==> src/rtl/pc_msg_dispatch_pkg.sv <==
// Shared definitions for the PC message dispatcher: header field layout,
// well-known channel numbers and FSM state encoding.
package pc_msg_dispatch_pkg;

    // Header word layout (bit0 flags a header; payload words inside a burst are not parsed)
    localparam int unsigned HDR_FLAG    = 0;
    localparam int unsigned HDR_E       = 1;
    localparam int unsigned HDR_CH_LSB  = 2;
    localparam int unsigned HDR_CH_W    = 4;
    localparam int unsigned HDR_LEN_LSB = 8;

    // Well-known channel assignments
    localparam int unsigned CH_PIXEL = 0;
    localparam int unsigned CH_DRAM  = 1;

    // Dispatcher FSM
    localparam int unsigned ST_W = 2;

    typedef enum logic [ST_W-1:0] {
        ST_IDLE  = 2'd0,
        ST_BURST = 2'd1,
        ST_ERROR = 2'd2
    } disp_state_e;

endpackage

==> src/rtl/pc_msg_dispatch_stats.sv <==
// Per-channel write counters and a stall-cycle counter for the dispatcher.
// Only instantiated when PC_DISPATCH_STATS_EN is defined. Counters wrap silently.
module dispatch_stats #(
    parameter int unsigned N_CH  = 4,
    parameter int unsigned CNT_W = 32
) (
    input  logic                    bus_clk,
    input  logic                    reset,
    input  logic [N_CH-1:0]         ch_wren,
    input  logic                    stall,
    output logic [N_CH*CNT_W-1:0]   stat_words,
    output logic [CNT_W-1:0]        stat_stall
);

    logic [CNT_W-1:0] words_cnt [N_CH];

    // Count one word per write strobe on each channel
    always_ff @(posedge bus_clk or posedge reset) begin
        if (reset) begin
            for (int i = 0; i < int'(N_CH); i++) begin
                words_cnt[i] <= '0;
            end
        end else begin
            for (int i = 0; i < int'(N_CH); i++) begin
                if (ch_wren[i]) begin
                    words_cnt[i] <= words_cnt[i] + CNT_W'(1);
                end
            end
        end
    end

    // Count cycles where a word waited on backpressure
    always_ff @(posedge bus_clk or posedge reset) begin
        if (reset) begin
            stat_stall <= '0;
        end else if (stall) begin
            stat_stall <= stat_stall + CNT_W'(1);
        end
    end

    // Flatten counters, ch0 at the LSB
    always_comb begin
        stat_words = '0;
        for (int i = 0; i < int'(N_CH); i++) begin
            stat_words[i*CNT_W +: CNT_W] = words_cnt[i];
        end
    end

endmodule

==> src/rtl/pc_msg_dispatch.sv <==
// PC message dispatcher: pops the PC->FPGA FWFT FIFO, parses burst headers and
// routes payload words to one of N_CH channel FIFOs. Backpressure only stalls
// the word's own target channel. Optional counters under PC_DISPATCH_STATS_EN.
module pc_msg_dispatch
    import pc_msg_dispatch_pkg::*;
#(
    parameter int unsigned XB_SIZE  = 32,
    parameter int unsigned N_CH     = 4,
    parameter int unsigned LEN_BITS = 4,
    parameter int unsigned CNT_W    = 32
) (
    input  logic                    bus_clk,
    input  logic                    reset,
    input  logic                    pc_msg_empty,
    input  logic [XB_SIZE-1:0]      pc_msg,
    output logic                    pc_msg_ack,
    input  logic [N_CH-1:0]         ch_almost_full,
    output logic [N_CH-1:0]         ch_wren,
    output logic [XB_SIZE-1:0]      ch_data,
    output logic                    ch_last,
    output logic                    busy,
    output logic                    error,
    output logic [N_CH*CNT_W-1:0]   stat_words,
    output logic [CNT_W-1:0]        stat_stall
);

    disp_state_e            state;
    disp_state_e            state_next;
    logic                   hdr_flag;
    logic                   hdr_e;
    logic [HDR_CH_W-1:0]    hdr_ch;
    logic [LEN_BITS-1:0]    hdr_len;
    logic                   hdr_ch_ok;
    logic [N_CH-1:0]        hdr_mask;
    logic [N_CH-1:0]        tgt_mask;
    logic [N_CH-1:0]        burst_mask;
    logic [LEN_BITS-1:0]    remaining;
    logic                   burst_e;
    logic                   ack;

    // Decode header fields of the FIFO head word
    always_comb begin
        hdr_flag  = pc_msg[HDR_FLAG];
        hdr_e     = pc_msg[HDR_E];
        hdr_ch    = pc_msg[HDR_CH_LSB +: HDR_CH_W];
        hdr_len   = pc_msg[HDR_LEN_LSB +: LEN_BITS];
        hdr_ch_ok = (32'(hdr_ch) < N_CH);
        hdr_mask  = '0;
        for (int i = 0; i < int'(N_CH); i++) begin
            hdr_mask[i] = (hdr_ch == HDR_CH_W'(i));
        end
    end

    // FSM state register
    always_ff @(posedge bus_clk or posedge reset) begin
        if (reset) begin
            state <= ST_IDLE;
        end else begin
            state <= state_next;
        end
    end

    // Target selection, pop decision and next state
    always_comb begin
        state_next = state;
        tgt_mask   = '0;
        ack        = 1'b0;
        case (state)
            ST_IDLE:  if (!hdr_flag) tgt_mask = N_CH'(1) << CH_PIXEL;
            ST_BURST: tgt_mask = burst_mask;
            default:  tgt_mask = '0;
        endcase
        ack = !pc_msg_empty && (state != ST_ERROR) && ((tgt_mask & ch_almost_full) == '0);
        if (ack) begin
            case (state)
                ST_IDLE:  if (hdr_flag) state_next = hdr_ch_ok ? ST_BURST : ST_ERROR;
                ST_BURST: if (remaining == '0) state_next = ST_IDLE;
                default:  state_next = state;
            endcase
        end
    end

    assign pc_msg_ack = ack;
    assign busy       = (state == ST_BURST);

    // Burst latch and registered channel write port
    always_ff @(posedge bus_clk or posedge reset) begin
        if (reset) begin
            ch_wren    <= '0;
            ch_data    <= '0;
            ch_last    <= 1'b0;
            error      <= 1'b0;
            burst_mask <= '0;
            remaining  <= '0;
            burst_e    <= 1'b0;
        end else begin
            ch_wren <= '0;
            ch_last <= 1'b0;
            error   <= (state_next == ST_ERROR);
            if (ack && state == ST_IDLE) begin
                if (!hdr_flag) begin
                    ch_wren <= N_CH'(1) << CH_PIXEL;
                    ch_data <= pc_msg;
                end else if (hdr_ch_ok) begin
                    burst_mask <= hdr_mask;
                    remaining  <= hdr_len;
                    burst_e    <= hdr_e;
                end
            end else if (ack && state == ST_BURST) begin
                ch_wren   <= burst_mask;
                ch_data   <= pc_msg;
                remaining <= remaining - LEN_BITS'(1);
                ch_last   <= (remaining == '0) ? burst_e : 1'b0;
            end
        end
    end

`ifdef PC_DISPATCH_STATS_EN
    logic stall;

    // A present word held back by backpressure (not by the error lockout)
    assign stall = !pc_msg_empty && !ack && (state != ST_ERROR);

    dispatch_stats #(
        .N_CH  (N_CH),
        .CNT_W (CNT_W)
    ) u_stats (
        .bus_clk    (bus_clk),
        .reset      (reset),
        .ch_wren    (ch_wren),
        .stall      (stall),
        .stat_words (stat_words),
        .stat_stall (stat_stall)
    );
`else
    assign stat_words = '0;
    assign stat_stall = '0;
`endif

endmodule

==> config.mk <==
export PLATFORM = sky130hd
export DESIGN_NAME = pc_msg_dispatch
export DESIGN_NICKNAME = d
export VERILOG_FILES = /design/src/rtl/pc_msg_dispatch_pkg.sv /design/src/rtl/pc_msg_dispatch_stats.sv /design/src/rtl/pc_msg_dispatch.sv
export SDC_FILE = /design/constraint.sdc
export NUM_CORES = 1
export LEC_CHECK = 0
export CAP_MARGIN = 0
export CORE_MARGIN = 5
export CORE_UTILIZATION = 39
export DETAILED_ROUTE_END_ITERATION = 7
export GPL_ROUTABILITY_DRIVEN = 0
export PLACE_DENSITY_LB_ADDON = 0.25
export SYNTH_ARGS = -nofsm -noshare
export SYNTH_HDL_FRONTEND = slang
export SYNTH_SLANG_ARGS = --single-unit
==> constraint.sdc <==
create_clock -name bus_clk -period 3.49 [get_ports bus_clk]
set_clock_uncertainty 0.2 [all_clocks]
set_input_delay 0.698 -clock bus_clk [delete_from_list [all_inputs] [get_ports bus_clk]]
set_output_delay 0.698 -clock bus_clk [all_outputs]
set_load 0.01 [all_outputs]
==> metrics.txt <==
status=finished clean; Crit-path slowest cell=clkdlybuf4s50_1; Residual DRC=0; area leader, netlist=dfrtp_1; share of the yosys chip area belonging to registers=35.88%; worst skew pair latency=300 ps; Hold Violations, Final=0; Placed Cells=505; crit path DAT=2460 ps; #FFs+latches synth=49; worst path required time=2590 ps; H-tree Lvls=2; starting density of the core=39.57%; Async S/R FF share, synth=100.0%; # Max-Cap Violations=0; final setup fails=0; I/O Pins=239; nets=444; Final WS setup=129.9 ps; share of layout cells above drive strength 1=12.87%; TritonRoute pass-1 iters=4; critical-path cell list=clkdlybuf4s50_1 -> and2b_2 -> o31ai_4 -> or2_0 -> a21oi_1 -> clkdlybuf4s50_1; final slew viol count=0; clk sinks=49; worst slew pin tran=567.4 ps; worst vdd ir=0.0001480 V; PnR Total Power=1.066 mW; Syn. warnings=0; TritonCTS Buffers=5; antenna violation net count after detailed routing=0; R2R cell count=5; CP Launch Type=input pin; Synth area leaders=dfrtp_1 (36%), buf_4 (35%), mux2_4 (13%); Synth cell types=36; die height=103.6 um; Port Buffer Count=78; vias in the first global route=2030; Crit. End Element=primary output; HPWL after detailed placement=5.340 mm; diodes inserted=0; Tmin final=3360 ps; Setup CP Type=in2out; Place WS=104.2 ps; CTS tree=done; initial antenna violation count=0; first-pass GRT wire length=10.95 mm; relative slew slack=62.12%; die area=10730 sq um; setup TNS=0 ps; Pleak=2.026 nW; critical path's largest stage delay=560 ps; PwrDens=279.3 nW/um^2; initial DRC count=74; mapped cell area=3417 sq um; CTS root buf=clkbuf_8; P&R area growth vs syn=11.68%; routed via count=1927; Worst path most repeated cell=clkdlybuf4s50_1; synthesized instance count=319; Std-Cell Rows=34; fin crit share=96.28%; core footprint=8636 sq um; fmax=297.6 MHz; Post-synth EDFFs=0; most frequent cells in the layout=conb_1 (160), clkdlybuf4s50_1 (78), dfrtp_1 (49); RSZ-0062 raised after global routing=no; worst hold margin=294.4 ps; total length of routed wires=6.864 mm; Hold Path Stages=1; most common cell after layout, fill and taps aside=conb_1; Hold Path Class=reg2reg; CP max FO=4; Synth top area share=35.88%; DIE WIDTH=103.6 um; final cell count without fillers=512; total congestion overflow=0; vias per cell=3.764; routed len/inst=13.41 um; Clock transition at path regs=90 ps; GRT Total Usage=12.21%; Clock Path Buffers=2; largest net degree at the start of global routing=32; Top FF cell, synth=dfrtp_1; syn_area_per_cell=10.71 sq um
-- power by group --
part           switching (mW)  internal (mW)
registers                   0          0.567
clock network           0.191          0.157
logic                   0.107         0.0436
-- path summary, 6_finish.rpt --
path                                          start                      end  slack (ps)
setup reg to reg                 state[0]$_DFF_PP0_  ch_data[29]$_DFFE_PP0P_         970
setup / recovery                          pc_msg[0]               pc_msg_ack         130
max in group asynchronous                     reset  ch_data[11]$_DFFE_PP0P_        1970
min in group asynchronous                     reset  ch_data[25]$_DFFE_PP0P_         570
hold reg to reg            remaining[3]$_DFFE_PP0P_        ch_last$_DFF_PP0_         290
hold / removal             remaining[3]$_DFFE_PP0P_        ch_last$_DFF_PP0_         290
-- cell usage after synthesis (all sizes together) (3+ instances only) --
cell type,count
mux2,32
nand2,10
o21ai,7
nand3,4
dfrtp,49
nor2,6
nand2b,4
and2,3
nor3,4
buf,165
inv,7
o31ai,5
-- through the flow --
step                cell area (sq um)  util [%]
global route                     3816     44.19
global placement                 3717     43.05
detailed placement               3717     43.05
finish                           3816     44.19
CTS                              3807     44.09
floorplan                        4014         -
-- repair_timing --
| action | CTS | global route |
|---|---|---|
| hold buffers | 0 | 0 |
| gates resized for setup | 0 | 1 |
| buffers inserted | 0 | 0 |
| endpoints found under the setup margin | 0 | 1 |
-- kinds of logic (layout without fill, tap and decap cells) --
group / after synthesis / in the layout / synth area share, %
fa+ha+maj: 1 / 1 / 0.3661
compound gates: 20 / 20 / 4.101
other cells: 1 / 160 / 0.1097
buf+inv: 172 / 98 / 38.34
simple gates: 42 / 42 / 6.775
flops: 49 / 49 / 35.88
mux: 34 / 34 / 14.43
-- state kept, by name, summed over array words and instances, names as in the netlist --
name / count
error: 1
ch_last: 1
ch_data: 32
remaining: 4
burst_mask: 4
ch_wren: 4
burst_e: 1
state: 2
-- per-layer routing --
metal	up-vias	GRT usage, %	routed length, um
met5	-	0	0
met4	0	2.812	34
met3	2	3.794	647
met2	131	20.26	3240
met1	906	15.48	2941
li1	888	-	-
-- worst max-delay path, delay by kind of cell --
family | cells | cell delay [ps]
buf+inv | 2 | 1070
simple gates | 2 | 460
compound gates | 2 | 230
-- area by class of cell --
type                    instances  area [sq um]
clock buffers                   6         82.58
multi-input cells             257          1488
well taps                     108         135.1
inverters                       7         26.28
clock inverters                 1         7.507
fillers                       837          4820
repair buffers                 84         850.8
flip-flops and latches         49          1226
Note: power is estimated with default switching activity, not from simulation.
